==> src/rtl/result_tx_streamer.sv <==
// Buffers 32-bit result words and streams them LSB-byte-first into the USB transmit FIFO,
// one row per block handshake. Optional per-row XOR checksum byte: TX_ROW_CHECKSUM_EN.
module result_tx_streamer #(
   parameter int ROW_BYTES = 426,
   parameter int ROWS      = 240,
   parameter int FIFO_AW   = 4
) (
   input  logic        clk,
   input  logic        rst_n,
   input  logic [31:0] result_flat,
   input  logic        result_valid,
   output logic        result_ready,
   output logic        FIFO_tx_enable,
   output logic [7:0]  FIFO_tx_din,
   input  logic        FIFO_tx_BT,
   output logic        FIFO_tx_ready,
   output logic        frame_done,
   output logic        tx_busy
);

   localparam int DEPTH  = 2 ** FIFO_AW;
   localparam int BYTE_W = $clog2(ROW_BYTES + 1);
   localparam int ROW_W  = (ROWS > 1) ? $clog2(ROWS) : 1;

   typedef enum logic [1:0] {IDLE, SEND, COMMIT, WAIT_BT} state_t;

   state_t state, next_state;

   logic [31:0]        mem [DEPTH];
   logic [FIFO_AW-1:0] wr_ptr, rd_ptr;
   logic [FIFO_AW:0]   count;
   logic               full, empty, push, pop;

   logic [1:0]         lane;
   logic [BYTE_W-1:0]  byte_cnt;
   logic [ROW_W-1:0]   row_cnt;
   logic [7:0]         lane_byte;
   logic [7:0]         csum;
   logic               csum_phase;
   logic               send_data, send_csum, row_end, last_row, bt_done;

   assign full         = (count == (FIFO_AW + 1)'(DEPTH));
   assign empty        = (count == '0);
   assign result_ready = !full;
   assign push         = result_valid && !full;
   assign pop          = send_data && (lane == 2'd3);

   always_comb begin
      lane_byte = 8'h00;
      case (lane)
         2'd0: lane_byte = mem[rd_ptr][7:0];
         2'd1: lane_byte = mem[rd_ptr][15:8];
         2'd2: lane_byte = mem[rd_ptr][23:16];
         2'd3: lane_byte = mem[rd_ptr][31:24];
         default: lane_byte = 8'h00;
      endcase
   end

`ifdef TX_ROW_CHECKSUM_EN
   // The checksum byte occupies slot ROW_BYTES and needs no FIFO data, only BT low.
   assign csum_phase = (byte_cnt == BYTE_W'(ROW_BYTES));
   assign row_end    = send_csum;

   always_ff @(posedge clk or negedge rst_n) begin
      if (!rst_n)
         csum <= 8'h00;
      else if (send_csum)
         csum <= 8'h00;
      else if (send_data)
         csum <= csum ^ lane_byte;
   end
`else
   assign csum_phase = 1'b0;
   assign row_end    = send_data && (byte_cnt == BYTE_W'(ROW_BYTES - 1));
   assign csum       = 8'h00;
`endif

   assign send_data = (state == SEND) && !FIFO_tx_BT && !csum_phase && !empty;
   assign send_csum = (state == SEND) && !FIFO_tx_BT && csum_phase;
   assign last_row  = (row_cnt == ROW_W'(ROWS - 1));
   assign bt_done   = (state == WAIT_BT) && !FIFO_tx_BT;

   // Storage has no reset; emptiness is defined by the pointers and count alone.
   always_ff @(posedge clk) begin
      if (push)
         mem[wr_ptr] <= result_flat;
   end

   always_ff @(posedge clk or negedge rst_n) begin
      if (!rst_n) begin
         wr_ptr <= '0;
         rd_ptr <= '0;
         count  <= '0;
      end else begin
         if (push)
            wr_ptr <= wr_ptr + FIFO_AW'(1);
         if (pop)
            rd_ptr <= rd_ptr + FIFO_AW'(1);
         case ({push, pop})
            2'b10:   count <= count + (FIFO_AW + 1)'(1);
            2'b01:   count <= count - (FIFO_AW + 1)'(1);
            default: count <= count;
         endcase
      end
   end

   // Lane survives the row boundary so a straddling word continues in the next row.
   always_ff @(posedge clk or negedge rst_n) begin
      if (!rst_n) begin
         lane       <= 2'd0;
         byte_cnt   <= '0;
         row_cnt    <= '0;
         frame_done <= 1'b0;
      end else begin
         frame_done <= bt_done && last_row;
         if (send_data)
            lane <= lane + 2'd1;
         if (row_end)
            byte_cnt <= '0;
         else if (send_data)
            byte_cnt <= byte_cnt + BYTE_W'(1);
         if (bt_done)
            row_cnt <= last_row ? '0 : row_cnt + ROW_W'(1);
      end
   end

   always_ff @(posedge clk or negedge rst_n) begin
      if (!rst_n)
         state <= IDLE;
      else
         state <= next_state;
   end

   always_comb begin
      next_state = state;
      case (state)
         IDLE:    if (!empty)     next_state = SEND;
         SEND:    if (row_end)    next_state = COMMIT;
         COMMIT:  if (FIFO_tx_BT) next_state = WAIT_BT;
         WAIT_BT: if (!FIFO_tx_BT) next_state = last_row ? IDLE : SEND;
         default: next_state = IDLE;
      endcase
   end

   always_comb begin
      FIFO_tx_enable = send_data || send_csum;
      FIFO_tx_din    = 8'h00;
      if (send_data)
         FIFO_tx_din = lane_byte;
      else if (send_csum)
         FIFO_tx_din = csum;
      FIFO_tx_ready  = (state == COMMIT) && !FIFO_tx_BT;
      tx_busy        = (state != IDLE);
   end

endmodule
==> config.mk <==
export PLATFORM = sky130hd
export DESIGN_NAME = result_tx_streamer
export DESIGN_NICKNAME = d
export VERILOG_FILES = /design/src/rtl/result_tx_streamer.sv
export SDC_FILE = /design/constraint.sdc
export NUM_CORES = 1
export LEC_CHECK = 0
export CAP_MARGIN = 20
export CORE_MARGIN = 4
export CORE_UTILIZATION = 34
export CTS_CLUSTER_SIZE = 16
export DETAILED_ROUTE_END_ITERATION = 8
export PLACE_DENSITY = 0.49
export SETUP_SLACK_MARGIN = 0.05
export SLEW_MARGIN = 5
export SYNTH_ARGS = -nofsm -noshare
export SYNTH_HDL_FRONTEND = slang
export SYNTH_SLANG_ARGS = --single-unit
==> constraint.sdc <==
create_clock -name clk -period 7.01 [get_ports clk]
set_input_delay 1.7525 -clock clk [delete_from_list [all_inputs] [get_ports clk]]
set_output_delay 1.7525 -clock clk [all_outputs]
set_load 0.01 [all_outputs]
==> impl_metrics.toml, run 1 <==
[run_status]
outcome = "finished, final reports clean"

[sta]
setup_viol = 0
worst_pin_slew_ns = 1.10
slew_viol_final = 0
fin_crit_ns = 5.69
hold_viol = 0
max-slew-margin-rel_pct = 26.3
fin_skew_ns = 0.0181
timing.setup.tns_ns = 0
rsz0062_at_grt = "false"
max_freq_mhz = 176
min_period_over_period_pct = 81.1

[logic_synthesis]
synth_ff_type = "edfxtp_1"
synth-seq-cells = 547
synth.most_common_cell = "edfxtp_1"
synth_cell_types = 48
synth.top_cells.by_count = "edfxtp_1 (512), mux2i_1 (153), mux4_2 (59)"
syn_avg_cell_area_um2 = 18.5
synth_area_leaders = "edfxtp_1 (70%), mux2i_1 (7.0%), mux4_2 (6.1%)"
netlist.area_leader.share_pct = 70.4
synthesis.nets = 1235
synth_edf_count = 512
async_reset_ff_share_pct = 6.40
syn-instance-count = 1178
netlist_area_mm2 = 0.0218
ys_warn_count = 0
ys_seq_area_share_pct = 74.4
synth_top_area_cell = "edfxtp_1"

[power_and_ir_drop]
p_per_area_mw_per_mm2 = 393
peakVddDrop_mv = 0.224
p_leak_uw = 0.00848

[setup_path]
endpoint_kind = "primary output"
critPathKind = "reg2out"
critPathMaxFanout = 19
worstSetupStartpointType = "flip-flop"
slowest_stage = "dfrtp_2"
critical_path.reg2reg.startpoint = "count[1]$_DFFE_PN0P_"
cpLargestDelayFamily = "compound AO/OA/AOI/OAI gates"
reg2regPathDepth = 13
critPathArrivalTime_ns = 3.93
path_buf_inv = 1
max_stage_delay_ns = 0.84
timing.rr.end = "count[4]$_DFFE_PN0P_"
ff2ff_setup_slack_ns = 2.83
path_cells = "nor2b_4, a22oi_1, a31oi_1, o21ai_0, o31a_1, clkdlybuf4s50_1"
cp.required_ns = 5.26

[clock_tree]
cts_buffers = 58
cts_buffer_depth = 3
ctsRootBufferMaster = "clkbuf_16"
htreeDepth = 2
cts_setup_buffers = 0
holdBufCountCts = 0
cts_tree = "done"
cts_num_sinks = 547
cts-resized-gates = 0
path_clk_slew_ns = 0.06
clock_latency_ns = 0.61

[final_layout]
drive_above_1_share_pct = 16.7
antenna_cells = 0
area_delta_synth_final_pct = 16.3
nets = 1319
final_core_util_pct = 40.1

[global_routing]
gr-total-overflow = 0
grt_max_degree = 72
grt_pass1_wl_um = 79400
grt_pass1_vias = 11400
antenna_found_initial = 1
grt_usage_pct = 16.0

[route]
viasPerCell = 5.13
post_drt_wl_per_cell_um = 25.4
firstDrtPassIters = 5
vias = 11000
route.detailed.drc = 0
wirelength_um = 54600
drtIter0Drc = 798
ant_nets = 0

[floorplanning]
rows = 92
die_x_um = 261
core_area_mm2 = 0.0633
ios = 49
initial_utilization_pct = 34.5
die_area_mm2 = 0.0683
die_h_um = 261

[place]
port_buffers = 48
place_congestion = 0.716
dp_hpwl_um = 31400

[flow_run]
maxCapViolations = 0

[worst_hold_path]
hp-start = "byte_cnt[8]$_DFFE_PN0P_"
min_path_type = "reg2reg"
holdPathStages = 1
min_to = "byte_cnt[8]$_DFFE_PN0P_"
metrics by stage:
stage               hold slack [ns]  cell area, um2  std cells  worst slack, ns  total power, uW
finish                        0.482           25400       2151             1.32             9980
CTS                           0.480           25400       2151             1.26            10100
global route                  0.489           25400       2151             1.18            10400
floorplan                     0.437           21800       1178             2.05             6050
global placement              0.467           23500       2044             1.47             7130
detailed placement            0.471           23600       2048             1.45             7140
logic make-up (layout without fill, tap and decap cells):
group | Yosys count | count (layout) | synth area share (%)
xor gates and xnor gates | 21 | 21 | 0.842
AOI/OAI and AO/OA | 137 | 137 | 4.29
DFF | 547 | 547 | 74.4
buffers and inverters | 72 | 199 | 1.82
muxes | 232 | 232 | 14.1
adders and majority gates | 21 | 21 | 1.20
and+or+nand+nor | 148 | 148 | 3.30
area by class of cell:
type	count	area (um2)
Clock buffer	79	1600
Tap cell	846	1060
Fill cell	5732	37900
Sequential cell	547	16300
Inverter	11	41.3
Timing Repair Buffer	85	898
Multi-Input combinational cell	559	5320
Clock inverter	24	213
report_power, final:
part	internal, uW	switching (uW)	total (uW)
clock network	1730	1240	2970
registers	3940	228	4170
logic	1170	1670	2850
layer usage:
metal	global-route usage, %	vias to the layer above	share of wire, %
met1	22.9	5811	46
li1	-	4884	-
met4	3.68	2	1.7
met2	25.6	277	47
met3	2.87	68	5.3
met5	0	-	0.024
worst max-delay path by stage:
stage	endpoint	start	cells after the start
finish	FIFO_tx_din[7]	rd_ptr[1]$_DFFE_PN0P_	6
global route	FIFO_tx_din[5]	rd_ptr[0]$_DFFE_PN0P_	8
CTS	FIFO_tx_din[7]	rd_ptr[1]$_DFFE_PN0P_	6
detailed placement	FIFO_tx_din[4]	FIFO_tx_BT	6
global placement	FIFO_tx_din[1]	FIFO_tx_BT	6
floorplan	mem[3][0]$_DFFE_PP_	result_valid	4
placed cells by master, fill, tap and decap left out, types with 10 or more instances in the layout:
cell             Yosys  layout
ha_1                21      21
clkdlybuf4s50_1      0      47
buf_12               0      11
o22ai_1             10      10
buf_4               12      24
clkbuf_16            0      61
nand4_1             12      12
o21ai_0             29      29
inv_1               10      10
nand2_1             50      50
nor2_4               0      13
clkinv_1             0      14
nor2_1              30      17
dfrtp_1             35      32
nand3_1             19      19
xnor2_1             13      13
clkbuf_1            18      17
mux2i_1            153     153
a21oi_1             16      16
mux2_2              20      20
mux4_2              59      59
a22oi_1             52      52
edfxtp_1           512     512
state kept, by name, summed over array words and instances (netlist names):
| register | count |
|---|---|
| count | 5 |
| lane | 2 |
| rd_ptr | 4 |
| byte_cnt | 9 |
| wr_ptr | 4 |
| mem | 512 |
| state | 2 |
| row_cnt | 8 |
| frame_done | 1 |
Note: power is estimated with default switching activity, not from simulation.
==> run 2, diff against run 1 <==
==> constraint.sdc (replaced) <==
create_clock -name clk -period 5.6 [get_ports clk]
set_input_delay 1.4 -clock clk [delete_from_list [all_inputs] [get_ports clk]]
set_output_delay 1.4 -clock clk [all_outputs]
set_load 0.01 [all_outputs]
==> run 2 against run 1 <==
Compared with the run above:
- core utilization shrank 0.21 points
- clock skew rose by 0.0037 ns
- non-clock buffer count up 3
- critical path depth up 1
- clock power increased by 17%
- count of clock-buffer cells in the layout fell by 4
- final cell count shrank 0.14%
- routed wire length up 0.60%
- critical endpoint unchanged
- largest cell class unchanged
==> impl_metrics.toml, run 2 (synthesis gave the netlist of run 1 again) <==
[clock_tree]
ctsRootBufferMaster = "clkbuf_16"
cts_tree = "done"
cts_buffer_depth = 3
cts_setup_buffers = 0
cts_buffers = 58
path_clk_slew_ns = 0.06
htreeDepth = 2
cts-resized-gates = 0
cts_num_sinks = 547
clock_latency_ns = 0.62
holdBufCountCts = 0

[setup_path]
path_buf_inv = 3
timing.rr.end = "count[4]$_DFFE_PN0P_"
path_cells = "buf_12, buf_4, mux4_2, mux2i_1, o21ai_0, o31a_1, clkdlybuf4s50_1"
endpoint_kind = "primary output"
slowest_stage = "dfrtp_4"
cpLargestDelayFamily = "buffers and inverters"
crit_cells = 7
crit_path_start = "rd_ptr[0]$_DFFE_PN0P_"
critPathKind = "reg2out"
critical_path.reg2reg.startpoint = "count[1]$_DFFE_PN0P_"
ff2ff_setup_slack_ns = 1.49
reg2regPathDepth = 13
worstSetupStartpointType = "flip-flop"
setup.worst_path.end = "FIFO_tx_din[7]"
critPathMaxFanout = 22
cp.required_ns = 4.20
max_stage_delay_ns = 0.75
critPathArrivalTime_ns = 3.75

[route]
viasPerCell = 5.12
vias = 11000
drtIter0Drc = 822
post_drt_wl_per_cell_um = 25.6
route.detailed.drc = 0
ant_nets = 0
wirelength_um = 54900
firstDrtPassIters = 5

[power_and_ir_drop]
p_switching_uw = 3900
p_int_uw = 8380
p_per_area_mw_per_mm2 = 486
switching_share_pct = 31.7
pwr-share-clk_pct = 28.4
peakVddDrop_mv = 0.328
p_comb_share_pct = 29.1
p_seq_share_pct = 42.5
p_leak_uw = 0.00843

[sta]
max-slew-margin-rel_pct = 37.8
timing.setup.tns_ns = 0
hold_viol = 0
setup_viol = 0
max_freq_mhz = 194
rsz0062_at_grt = "false"
worst_pin_slew_ns = 0.933
fin_skew_ns = 0.0217
slew_viol_final = 0
min_period_over_period_pct = 91.9
fin_crit_ns = 5.15

[final_layout]
top_register = "mem"
area_delta_synth_final_pct = 15.7
final_cell_mix = "edfxtp_1 (512), mux2i_1 (153), mux4_2 (59), clkbuf_16 (59), a22oi_1 (52)"
final_cell_area_mm2 = 0.0253
antenna_cells = 0
mostFrequentLayoutCell = "edfxtp_1"
drive_above_1_share_pct = 16.5
reg.largest.list = "mem x512, byte_cnt x9, row_cnt x8"
largest_reg_flops = 512
nets = 1322

[place]
port_buffers = 48
dp_hpwl_um = 31300
place_congestion = 0.719
place_area_mm2 = 0.0236

[global_routing]
grt_usage_pct = 16.1
grt_max_degree = 79
grt_pass1_wl_um = 79300
grt_pass1_vias = 11300
antenna_found_initial = 4
gr-total-overflow = 0

[run_status]
outcome = "finished, final reports clean"

[floorplanning]
die_x_um = 261
core_area_mm2 = 0.0633
initial_utilization_pct = 34.5
die_h_um = 261
die_area_mm2 = 0.0683
ios = 49
rows = 92

[flow_run]
maxCapViolations = 0

[worst_hold_path]
min_path_type = "reg2reg"
## run 2: changes by cell type in the layout (fill, tap and decap cells not counted), sizes merged
cell / previous run / this run
buf: 38 / 41
bufinv: 4 / 1
clkbuf: 79 / 75
clkinv: 18 / 19
clkinvlp: 1 / 0
inv: 12 / 13
## run 2: how the worst min path moves through the flow
stage	depth (start not counted)	startpoint	to
floorplan	1	byte_cnt[8]$_DFFE_PN0P_	byte_cnt[8]$_DFFE_PN0P_
global placement	1	byte_cnt[8]$_DFFE_PN0P_	byte_cnt[8]$_DFFE_PN0P_
detailed placement	1	row_cnt[6]$_DFFE_PN0P_	row_cnt[6]$_DFFE_PN0P_
CTS	1	byte_cnt[8]$_DFFE_PN0P_	byte_cnt[8]$_DFFE_PN0P_
global route	1	row_cnt[0]$_DFFE_PN0P_	row_cnt[0]$_DFFE_PN0P_
finish	1	byte_cnt[8]$_DFFE_PN0P_	byte_cnt[8]$_DFFE_PN0P_
## run 2: area by class of cell
cell class,count,area [um2]
clock buffer,75,1550
clock inverter,22,138
fill,5731,38000
inverter,11,41.3
multi-input combinational,559,5320
sequential,547,16300
tap,846,1060
timing repair buffer,88,901
## run 2: power by group through the flow
stage	registers, uW	logic [uW]	clock network (uW)
after floorplan	5130	2450	0
after global placement	5300	3640	0
after detailed placement	5310	3640	0
after CTS	5230	3650	3600
after global routing	5270	3850	3760
final	5220	3570	3480
## run 2: layer usage
| layer | part of all wire [%] | routed length (um) | track usage [%] |
|---|---|---|---|
| met1 | 46 | 25100 | 22.6 |
| met2 | 48 | 26300 | 26.3 |
| met3 | 4.7 | 2570 | 3.00 |
| met4 | 1.7 | 925 | 3.63 |
| met5 | 0.071 | 39 | 0 |
## run 2: per-stage QoR
step / setup slack, ns / hold WS, ns / power (uW) / util, % / cells
floorplan: 0.991 / 0.437 / 7570 / - / 1178
global placement: 0.771 / 0.463 / 8940 / 37.2 / 2051
detailed placement: 0.732 / 0.483 / 8950 / 37.2 / 2051
CTS: 0.367 / 0.497 / 12500 / 39.9 / 2148
global route: 0.150 / 0.518 / 12900 / 39.9 / 2148
finish: 0.455 / 0.488 / 12300 / 39.9 / 2148
## run 2: worst register-to-register path, delay by kind of cell (launching register included)
family | cells | cell delay [ns]
AO/OA/AOI/OAI | 4 | 1.28
adder cells (fa/ha/maj) | 2 | 0.52
flip-flops | 1 | 0.47
multiplexers | 1 | 0.24
XOR/XNOR | 2 | 0.32
AND/OR/NAND/NOR | 2 | 0.82
buffers and inverters | 2 | 0.40
==> run 3, diff against run 2 <==
--- a/config.mk
+++ b/config.mk
@@ -10,7 +10,7 @@
 export CORE_UTILIZATION = 34
 export CTS_CLUSTER_SIZE = 16
 export DETAILED_ROUTE_END_ITERATION = 8
-export PLACE_DENSITY = 0.49
+export HOLD_SLACK_MARGIN = 0.12
 export SETUP_SLACK_MARGIN = 0.05
 export SLEW_MARGIN = 5
 export SYNTH_ARGS = -nofsm -noshare
==> run 3 against run 2 <==
Compared with the run above:
- hold slack worse by 0.0065 ns
- clock skew decreased by 0.0074 ns
- critical path depth is 1 higher
- design area increased by 0.36%
- non-clock buffer count up 9
- final cell count increased by 0.79%
- register-to-register slack improved by 0.15 ns
- count of clock-buffer cells in the layout fell by 3
- critical endpoint is now FIFO_tx_din[2]
==> impl_metrics.toml, run 3 (synthesis gave the netlist of run 1 again) <==
[clock_tree]
cts_buffer_depth = 3
cts-resized-gates = 0
cts_num_sinks = 547
cts_buffers = 56
clock_latency_ns = 0.61
holdBufCountCts = 0
cts_tree = "done"
cts_setup_buffers = 0
ctsRootBufferMaster = "clkbuf_16"
path_clk_slew_ns = 0.06
htreeDepth = 2

[sta]
hold_viol = 0
setup_viol = 0
rsz0062_at_grt = "false"
timing.setup.tns_ns = 0
fin_skew_ns = 0.0143
fin_crit_ns = 5.13
slew_viol_final = 0
worst_pin_slew_ns = 1.02
max-slew-margin-rel_pct = 31.9
max_freq_mhz = 195
min_period_over_period_pct = 91.7

[route]
firstDrtPassIters = 5
post_drt_wl_per_cell_um = 24.1
ant_nets = 0
wirelength_um = 52100
drtIter0Drc = 993
route.detailed.drc = 0
viasPerCell = 5.16
vias = 11200

[floorplanning]
ios = 49
die_x_um = 261
die_area_mm2 = 0.0683
core_area_mm2 = 0.0633
rows = 92
initial_utilization_pct = 34.5
die_h_um = 261

[worst_hold_path]
hp-start = "byte_cnt[6]$_DFFE_PN0P_"
min_path_type = "reg2reg"
min_to = "byte_cnt[6]$_DFFE_PN0P_"
holdPathStages = 1

[final_layout]
reg.largest.list = "mem x512, byte_cnt x9, row_cnt x8"
antenna_cells = 0
drive_above_1_share_pct = 17.5
final_cell_mix = "edfxtp_1 (512), mux2i_1 (153), mux4_2 (59)"
largest_reg_flops = 512
mostFrequentLayoutCell = "edfxtp_1"
nets = 1329
top_register = "mem"
area_delta_synth_final_pct = 16.1

[setup_path]
cp.required_ns = 4.20
timing.rr.end = "count[4]$_DFFE_PN0P_"
reg2regPathDepth = 13
critPathArrivalTime_ns = 3.73
critical_path.reg2reg.startpoint = "count[1]$_DFFE_PN0P_"
critPathKind = "reg2out"
endpoint_kind = "primary output"
critPathMaxFanout = 21
worstSetupStartpointType = "flip-flop"
ff2ff_setup_slack_ns = 1.64

[place]
dp_hpwl_um = 30300
port_buffers = 48
place_congestion = 0.758

[power_and_ir_drop]
p_leak_uw = 0.00850
p_total_uw = 12400
peakVddDrop_mv = 0.306
p_per_area_mw_per_mm2 = 488

[global_routing]
gr-total-overflow = 0
grt_pass1_vias = 11200
grt_pass1_wl_um = 76500
antenna_found_initial = 1
grt_max_degree = 51
grt_usage_pct = 15.2

[run_status]
outcome = "finished, final reports clean"

[flow_run]
maxCapViolations = 0
run 3: cell types whose count changed in the layout (fill, tap and decap cells not counted), sizes merged:
cell      before  now
clkbuf        75   72
bufinv         1    4
buf           41   50
clkinv        19   26
inv           13   12
clkinvlp       0    2
run 3: critical path: stages (launching register included):
cell and delay [ns]:
dfrtp_2 0.68, nor2_2 0.61, buf_4 0.30, buf_4 0.21
a22oi_1 0.16, a31oi_1 0.18, o21ai_0 0.11, o31a_1 0.38
clkdlybuf4s50_1 0.50
run 3: how the worst max path moves through the flow:
stage          cells past startpoint             endpoint                   from  slack [ns]
3_5_place_dp                       6       FIFO_tx_din[3]             FIFO_tx_BT        0.79
2_1_floorplan                      4  mem[3][0]$_DFFE_PP_           result_valid        0.99
3_3_place_gp                       6       FIFO_tx_din[3]             FIFO_tx_BT        0.75
4_1_cts                            7       FIFO_tx_din[3]  rd_ptr[0]$_DFFE_PN0P_        0.39
5_1_grt                            7       FIFO_tx_din[3]  rd_ptr[0]$_DFFE_PN0P_        0.31
6_report                           8       FIFO_tx_din[2]  rd_ptr[1]$_DFFE_PN0P_        0.47
run 3: cell type report:
type,count,area (um2)
repair buffers,97,906
well taps,846,1060
clock buffers,72,1510
clock inverters,33,263
inverters,11,41.3
flip-flops and latches,547,16300
multi-input cells,559,5320
fillers,5723,38000
run 3: power by group:
group          switching (uW)  internal, uW  leakage [uW]  total (uW)
clock network            1510          2080      0.000861        3590
logic                    2050          1490       0.00257        3540
registers                 295          4930       0.00507        5230
total                    3860          8510       0.00850       12400
run 3: routing by layer:
metal	up-vias	wire length, um	GRT usage (%)
li1	4909	-	-
met1	5876	22600	21.2
met2	320	25900	25.5
met3	62	2800	2.23
met4	2	853	3.54
met5	-	13	0
run 3: through the flow:
stage                     setup WS, ns  hold slack, ns  util (%)  cell area (um2)  cells
after global routing             0.312           0.510      40.0            25400   2165
after floorplan                  0.991           0.437         -            21800   1178
after CTS                        0.390           0.486      40.0            25400   2165
after detailed placement         0.785           0.478      37.2            23600   2060
final                            0.467           0.482      40.0            25400   2165
after global placement           0.750           0.459      37.2            23600   2060
